**src/rtl/mem_access_pkg.sv**
```systemverilog
// Shared encodings for the data-memory access path: transfer sizes,
// completion error codes and the controller state enum.
package mem_access_pkg;

    localparam logic [1:0] SIZE_BYTE = 2'b00;
    localparam logic [1:0] SIZE_HALF = 2'b01;
    localparam logic [1:0] SIZE_WORD = 2'b11;

    localparam logic [1:0] ERR_OK       = 2'b00;
    localparam logic [1:0] ERR_MISALIGN = 2'b01;
    localparam logic [1:0] ERR_TIMEOUT  = 2'b10;

    typedef enum logic [1:0] {
        ST_IDLE   = 2'd0,
        ST_ACCESS = 2'd1,
        ST_DONE   = 2'd2
    } state_t;

endpackage

```
**src/rtl/load_extender.sv**
```systemverilog
// Zero/sign extension of a lane-aligned load word to 32 bits.
module load_extender
    import mem_access_pkg::*;
(
    input  logic [31:0] word,
    input  logic [1:0]  size,
    input  logic        sign_ext,
    output logic [31:0] result
);

    // Pick the low byte/half and fill the upper bits; word and reserved pass through
    always_comb begin
        result = word;
        case (size)
            SIZE_BYTE: result = {{24{sign_ext & word[7]}}, word[7:0]};
            SIZE_HALF: result = {{16{sign_ext & word[15]}}, word[15:0]};
            default:   result = word;
        endcase
    end

endmodule

```
**src/rtl/data_memory_controller.sv**
```systemverilog
// MEM-stage load/store sequencer: alignment check, byte-enable and lane
// steering, request/ack handshake with a variable-latency memory, timeout.
//
//   state     | meaning
//   ----------+--------------------------------------------------------
//   ST_IDLE   | waiting for req_in; request fields latched on acceptance
//   ST_ACCESS | mem_req_out high, waiting for mem_ack_in or timeout
//   ST_DONE   | one-cycle done_out pulse with error_out/rdata_out valid
module data_memory_controller
    import mem_access_pkg::*;
#(
    parameter int ADDR_W         = 32,
    parameter int TIMEOUT_CYCLES = 255
)(
    input  logic              clk_in,
    input  logic              rst_n_in,
    input  logic              req_in,
    input  logic              write_in,
    input  logic [ADDR_W-1:0] addr_in,
    input  logic [1:0]        size_in,
    input  logic              signed_in,
    input  logic [31:0]       wdata_in,
    output logic              busy_out,
    output logic              done_out,
    output logic [1:0]        error_out,
    output logic [31:0]       rdata_out,
    output logic              mem_req_out,
    output logic              mem_we_out,
    output logic [ADDR_W-1:0] mem_addr_out,
    output logic [3:0]        mem_be_out,
    output logic [31:0]       mem_wdata_out,
    input  logic              mem_ack_in,
    input  logic [31:0]       mem_rdata_in
);

    // Down-counter is loaded with N-1 so terminal count lands on the Nth ACCESS cycle
    localparam logic [15:0] TIMER_LOAD = 16'(TIMEOUT_CYCLES - 1);

    state_t state, next_state;

    logic              we_q;
    logic [ADDR_W-1:0] addr_q;
    logic [1:0]        size_q;
    logic              signed_q;
    logic [31:0]       wdata_q;
    logic [3:0]        be_q;
    logic [15:0]       timer;
    logic [1:0]        err_q;
    logic [31:0]       rdata_q;

    logic [1:0]  req_offset;
    logic        req_misaligned;
    logic [3:0]  req_be;
    logic [31:0] req_wdata;
    logic        accept;
    logic        ack_hit;
    logic        timer_tc;
    logic [31:0] load_shifted;
    logic [31:0] load_ext;

    assign req_offset = addr_in[1:0];
    assign accept     = (state == ST_IDLE) && req_in;
    assign ack_hit    = (state == ST_ACCESS) && mem_ack_in;
    assign timer_tc   = (timer == 16'd0);

    // Alignment check and byte enables for the incoming request
    always_comb begin
        req_misaligned = 1'b0;
        req_be         = 4'b1111;
        case (size_in)
            SIZE_BYTE: begin
                req_misaligned = 1'b0;
                req_be         = 4'b0001 << req_offset;
            end
            SIZE_HALF: begin
                req_misaligned = req_offset[0];
                req_be         = 4'b0011 << req_offset;
            end
            default: begin
                req_misaligned = (req_offset != 2'b00);
                req_be         = 4'b1111;
            end
        endcase
    end

    // Store data steered to its byte lane
    always_comb begin
        req_wdata = wdata_in << {req_offset, 3'b000};
    end

    // Read word shifted down so the addressed lane sits at bit 0
    always_comb begin
        load_shifted = mem_rdata_in >> {addr_q[1:0], 3'b000};
    end

    load_extender u_load_extender (
        .word     (load_shifted),
        .size     (size_q),
        .sign_ext (signed_q),
        .result   (load_ext)
    );

    // State register
    always_ff @(posedge clk_in or negedge rst_n_in) begin
        if (!rst_n_in) state <= ST_IDLE;
        else           state <= next_state;
    end

    // Next-state logic; ack takes priority over timer terminal count
    always_comb begin
        next_state = state;
        case (state)
            ST_IDLE: begin
                if (req_in) next_state = req_misaligned ? ST_DONE : ST_ACCESS;
            end
            ST_ACCESS: begin
                if (mem_ack_in || timer_tc) next_state = ST_DONE;
            end
            ST_DONE: next_state = ST_IDLE;
            default: next_state = ST_IDLE;
        endcase
    end

    // Handshake outputs decoded from the state flops
    always_comb begin
        busy_out    = (state != ST_IDLE);
        done_out    = (state == ST_DONE);
        mem_req_out = (state == ST_ACCESS);
        mem_we_out  = (state == ST_ACCESS) && we_q;
    end

    // Latch the request so address, enables and data stay stable through ACCESS
    always_ff @(posedge clk_in or negedge rst_n_in) begin
        if (!rst_n_in) begin
            we_q     <= 1'b0;
            addr_q   <= '0;
            size_q   <= SIZE_BYTE;
            signed_q <= 1'b0;
            wdata_q  <= '0;
            be_q     <= '0;
        end else if (accept) begin
            we_q     <= write_in;
            addr_q   <= addr_in;
            size_q   <= size_in;
            signed_q <= signed_in;
            wdata_q  <= req_wdata;
            be_q     <= req_be;
        end
    end

    // Timeout down-counter, loaded on acceptance and decremented while waiting
    always_ff @(posedge clk_in or negedge rst_n_in) begin
        if (!rst_n_in) begin
            timer <= '0;
        end else if (accept) begin
            timer <= TIMER_LOAD;
        end else if ((state == ST_ACCESS) && !timer_tc) begin
            timer <= timer - 16'd1;
        end
    end

    // Completion status and load data; rdata only moves on an acked load
    always_ff @(posedge clk_in or negedge rst_n_in) begin
        if (!rst_n_in) begin
            err_q   <= ERR_OK;
            rdata_q <= '0;
        end else if (accept) begin
            err_q <= req_misaligned ? ERR_MISALIGN : ERR_OK;
        end else if (ack_hit) begin
            err_q <= ERR_OK;
            if (!we_q) rdata_q <= load_ext;
        end else if ((state == ST_ACCESS) && timer_tc) begin
            err_q <= ERR_TIMEOUT;
        end
    end

    assign error_out     = err_q;
    assign rdata_out     = rdata_q;
    assign mem_addr_out  = {addr_q[ADDR_W-1:2], 2'b00};
    assign mem_be_out    = be_q;
    assign mem_wdata_out = wdata_q;

endmodule

```
**config.mk**
```make
export PLATFORM = sky130hd
export DESIGN_NAME = data_memory_controller
export DESIGN_NICKNAME = d
export VERILOG_FILES = /design/src/rtl/mem_access_pkg.sv /design/src/rtl/load_extender.sv /design/src/rtl/data_memory_controller.sv
export SDC_FILE = /design/constraint.sdc
export NUM_CORES = 1
export LEC_CHECK = 0
export ABC_AREA = 1
export CELL_PAD_IN_SITES_DETAIL_PLACEMENT = 1
export CELL_PAD_IN_SITES_GLOBAL_PLACEMENT = 1
export CORE_UTILIZATION = 30
export CTS_CLUSTER_DIAMETER = 30
export DETAILED_ROUTE_END_ITERATION = 10
export GPL_TIMING_DRIVEN = 0
export PLACE_DENSITY = 0.75
export SYNTH_ARGS = -nofsm -noshare
export SYNTH_HDL_FRONTEND = slang
export SYNTH_SLANG_ARGS = --single-unit
```
**constraint.sdc**
```tcl
create_clock -name clk_in -period 1.7 [get_ports clk_in]
set_clock_uncertainty 0.05 [all_clocks]
set_input_delay 0.425 -clock clk_in [delete_from_list [all_inputs] [get_ports clk_in]]
set_output_delay 0.425 -clock clk_in [all_outputs]
set_load 0.02 [all_outputs]
```
== Word-level counts from Yosys, hierarchy flattened ==
Index checks and enable logic that the tools add are counted.
Word-level totals
  memory bits (read-only): 0
  memory bits (writable): 0
  memories kept: 0
  bits in latches: 0
  register bits after elaboration: 124
  word-level logic and storage cells: 55
Operators by class
  multiply operators: 0
  add/sub/neg operators: 1
  divide/modulo/power cells: 0
  $lt $le $gt $ge: 0
  shift-type cells: 4
  reductions and logical operators: 17
  multiplexer cells: 13
  bitwise gates (word level): 4
  eq/ne operators: 6
Operators by type and width (count)
  $pmux 32 s2: 1
  $mux 16: 2
  $shl 32x5->32: 1
  $shr 32x5->32: 1
  $logic_not 16->1: 1
  $sub 16x1->16 const B: 1
  $mux 2: 6
  $pmux 4 s2: 1
  $eq 2x1->1 const B: 3
  $logic_not 2->1: 3
  $reduce_bool 2->1: 3
  $logic_and 1x1->1: 5
  $pmux 2 s2: 1
  $shl 1x2->4 const A: 1
  $shl 2x2->4 const A: 1
  $reduce_and 3->1: 1
  $reduce_bool 3->1: 1
  $and 1x1->1: 2
  $eq 2x2->1 const B: 1
  $ne 2x1->1 const B: 1
  $ne 2x2->1 const B: 1
  $not 1->1: 2
  $pmux 1 s2: 1
  $reduce_and 2->1: 1
  other kinds (3): 3

== Depth between registers and ports, before layout ==
  depth in word-level cells: 5
  gate-level depth with buffers: 10
  depth with buffers taken out: 10

== Hierarchy ==
Synthesis repeated with hierarchy kept, for this count alone.
Second synthesis, totals
  cell total of the unflattened synthesis: 860
  area total of the unflattened synthesis: 6789.0 µm²
Modules (own cells, without submodules)
  data_memory_controller: area an instance 6322.3 µm², seq. area each 3103.0 µm², cells an instance 788, times used 1
  load_extender: area an instance 466.7 µm², seq. area each 0.0 µm², cells an instance 72, times used 1

== Least setup slack after synthesis ==
Ideal clock, no wire load.
  kind: reg-to-reg
  start: register state[1]
  end: register rdata_q[10], in the netlist rdata_out[10]
  stages on the path, launching flop included: 8
  slack: 0.040 ns
  buffers on the path: 1
  setup time: 0.115 ns
  arrival time: 1.496 ns
  clock period less this slack: 1.660 ns
  data required time: 1.535 ns
  cell sequence: dfrtp_1 -> nor2_4 -> nand2_2 -> nor3_4 -> buf_6 -> nand3_1 -> o21ai_2 -> inv_2
RTL lines
  from (decl): RTL line data_memory_controller.sv:39  | state_t state, next_state;
  from (signal assigned): RTL line data_memory_controller.sv:106  | else state <= next_state;
  $eq 2x1->1
  via mem_req_out: RTL line data_memory_controller.sv:27  | output logic mem_req_out,
  $logic_and 1x1->1: RTL line data_memory_controller.sv:63  | assign ack_hit = (state == ST_ACCESS) && mem_ack_in;
  $reduce_and 3->1 (no line)
  to (signal assigned): RTL line data_memory_controller.sv:171  | if (!we_q) rdata_q <= load_ext;
  to (decl): RTL line data_memory_controller.sv:49  | logic [31:0] rdata_q;
The timed path passes the listed nets, and every way through them passes these cells.
A chain may end at the register's enable or synchronous reset.

== Worst setup path in the final report ==
  start: register state[1]
  end: output port mem_we_out
On the way
  word-level cells in the longest chain between the ends: 2
Ends and longest elaborated chain
  $eq 2x1->1: RTL line data_memory_controller.sv:129  | mem_we_out = (state == ST_ACCESS) && we_q;
  $logic_and 1x1->1: RTL line data_memory_controller.sv:129
  to (decl): RTL line data_memory_controller.sv:28  | output logic mem_we_out,
Every way passes these cells.

==> results.toml <==
[routing]
drt_iter0_drc = 276
vias_per_cell = 4.73
final_antenna_net_count = 0
routedWlPerCell_um = 16.5
drt-total-wl_um = 22800
first_pass_iters = 5
vias = 6497
drc_errors = 0

[synthesis]
synth_cell_types = 35
syn_area_um2 = 6450
yosys-top-cells-count = "nand2_1 (277), dfrtp_1 (124), nor2_1 (97)"
synth-seq-cells = 124
synth_area_leader_cell = "dfrtp_1"
async_reset_ff_share_pct = 100
synth_edf_count = 0
synthTopCellsByArea = "dfrtp_1 (48%), nand2_1 (16%), nor2_1 (5.6%), o21ai_0 (5.3%), buf_4 (3.8%)"
avgSynthCellArea_um2 = 7.68
ys_seq_area_share_pct = 48.1
synth-warning-count = 0
synth_cells = 839
synthFlopType = "dfrtp_1"
synthDominantCellAreaShare_pct = 48.1
yosysMostFrequentCell = "nand2_1"

[final_layout]
antenna_cells = 0
nFillCells = 2560
area.growth.synth_to_final_pct = 51.8
nNetsFinal = 1192
drive_gt1_share_pct = 20.3
final_util_pct = 46.5

[clock_tree]
htreeDepth = 4
clock_sinks = 124
clockBufferDepth = 2
clk_pin_slew_ns = 0.05
cts_made_buffers = 17
cts_tree = "yes"
insertion_delay_ns = 0.41
ctsRootBufferMaster = "clkbuf_16"

[run_status]
violations = "negative setup slack"
status = "finished with violations"

[floorplan]
start_util_pct = 30.7
core_um2 = 21000
dieHeight_um = 149
die_width_um = 149
dieArea_um2 = 22100
fp-row-count = 53
io_pins = 210

[critical_path]
critPathMaxStageDelay_ns = 0.41
crit_arrival_ns = 1.30
worstSetupStartpointType = "flip-flop"
slowest_stage = "dfrtp_1"
crit_path_frequent_cell = "nor2_4"
cp-end-kind = "output pin"
path_cells = "nor2_4 -> inv_2 -> nor2_4 -> buf_6"
required_ns = 1.22
critPathMaxFanout = 3
crit_type = "flip-flop to output pin"

[power_and_ir_drop]
power_density_nw_per_um2 = 1790
leakagePower_uw = 0.00482
peakVddDrop_mv = 0.633

[global_route]
overflow = 0
grt_pass1_vias = 6757
grt_antenna_before_repair = 1
grt_max_degree = 70
grt_pass1_wl_um = 35800
grt_usage_pct = 21.0

[sta]
hold_viol = 0
clock.fmax_mhz = 562
setup_slack_ns = -0.0790
period_share_pct = 105
drv_slew = 0
grt_setup_unrepaired = "yes"
tightest_slew_ns = 0.590
finalCriticalPeriod_ns = 1.78
relSlewSlack_pct = 60.7
whs_ns = 0.419
setup_violations = 1

[worst_hold_path]
hp-class = "flip-flop to flip-flop"

[placed_design]
place_hpwl_um = 16600
gp_routability_congestion = 0.885
io_buffers = 206

[run]
maxCapViolCount = 0
cells by family (layout without fill, tap and decap cells):
logic type | count (synthesis) | in the layout | share of synthesized area, %
AOI/OAI and AO/OA | 140 | 140 | 12.8
xor gates and xnor gates | 4 | 4 | 0.543
adders and majority gates | 1 | 1 | 0.194
buffers and inverters | 135 | 395 | 10.8
DFF | 124 | 124 | 48.1
muxes | 3 | 3 | 0.466
other | 1 | 2 | 0.0582
and+or+nand+nor | 431 | 431 | 27.0
repair_timing:
item                       in CTS  in global routing
pin swaps                       6                 19
hold buffers                    1                  0
setup endpoints to repair     218                108
gates resized for setup       185                100
hold endpoints to repair       55                  0
setup buffers                  11                  7
gates cloned                    0                  3
routing by layer:
layer  vias up  part of all wire (%)  global-route usage (%)
li1       3157                     -                       -
met5         -                 0.070                       0
met4         2                   1.7                    7.06
met2       206                    47                    33.6
met1      3101                    44                    27.4
met3        31                   7.1                    5.64
cell usage in the layout, fill, tap and decap left out, types with 20 or more instances in the layout:
| cell type | count |
|---|---|
| a21oi_1 | 28 |
| buf_4 | 51 |
| clkbuf_16 | 20 |
| clkbuf_2 | 40 |
| clkdlybuf4s50_1 | 101 |
| dfrtp_1 | 122 |
| dlygate4sd2_1 | 70 |
| inv_1 | 43 |
| nand2_1 | 273 |
| nand3_1 | 32 |
| nor2_1 | 86 |
| o21ai_0 | 63 |
power breakdown:
group	total, µW	internal [µW]	switching, µW
Sequential	5050	4240	808
Clock	4030	2610	1420
Combinational	8450	3390	5060
sequential cells by signal, summed over array words and instances (netlist names):
name	count
state	2
mem_wdata_out	32
addr_q	32
we_q	1
signed_q	1
error_out	2
rdata_out	32
timer	16
mem_be_out	4
size_q	2
final cells by class:
cell class	count	area (µm²)	share of cell area [%]
buffer	75	548	5.60
clock buffer	18	429	4.39
clock inverter	14	216	2.21
inverter	59	226	2.31
multi-input combinational	581	2770	28.3
sequential	124	3110	31.7
tap	275	344	3.52
timing repair buffer	229	2150	22.0
final timing paths:
kind	start	endpoint	slack, ns	cells past startpoint
min in group asynchronous	rst_n_in	mem_wdata_out[31]	0.49	2
hold reg to reg	addr_q[27]	addr_q[27]	0.42	2
setup reg to reg	addr_q[0]	rdata_out[11]	0.08	8
max in group asynchronous	rst_n_in	error_out[0]	0.35	3
setup / recovery	state[1]	mem_we_out	-0.08	4
hold / removal	addr_q[27]	addr_q[27]	0.42	2
stage by stage:
step / setup TNS, ns / worst slack, ns / instance area, µm² / power (µW) / instances
after floorplan: 0 / 0.0395 / 6450 / 9960 / 840
after global placement: -700.21 / -5.21 / 8860 / 13700 / 1321
after detailed placement: -57.90 / -0.693 / 8890 / 13900 / 1322
after CTS: -0.232 / -0.197 / 9600 / 17500 / 1366
after global routing: -0.386 / -0.136 / 9780 / 18700 / 1375
final: -0.0790 / -0.0790 / 9780 / 17500 / 1375
critical path, delay by kind of cell, from the launching register on:
family                 cells  cell delay, ns
and+or+nand+nor            2            0.29
buffers and inverters      2            0.21
DFF                        1            0.41
(Power assumes the default switching activity.)
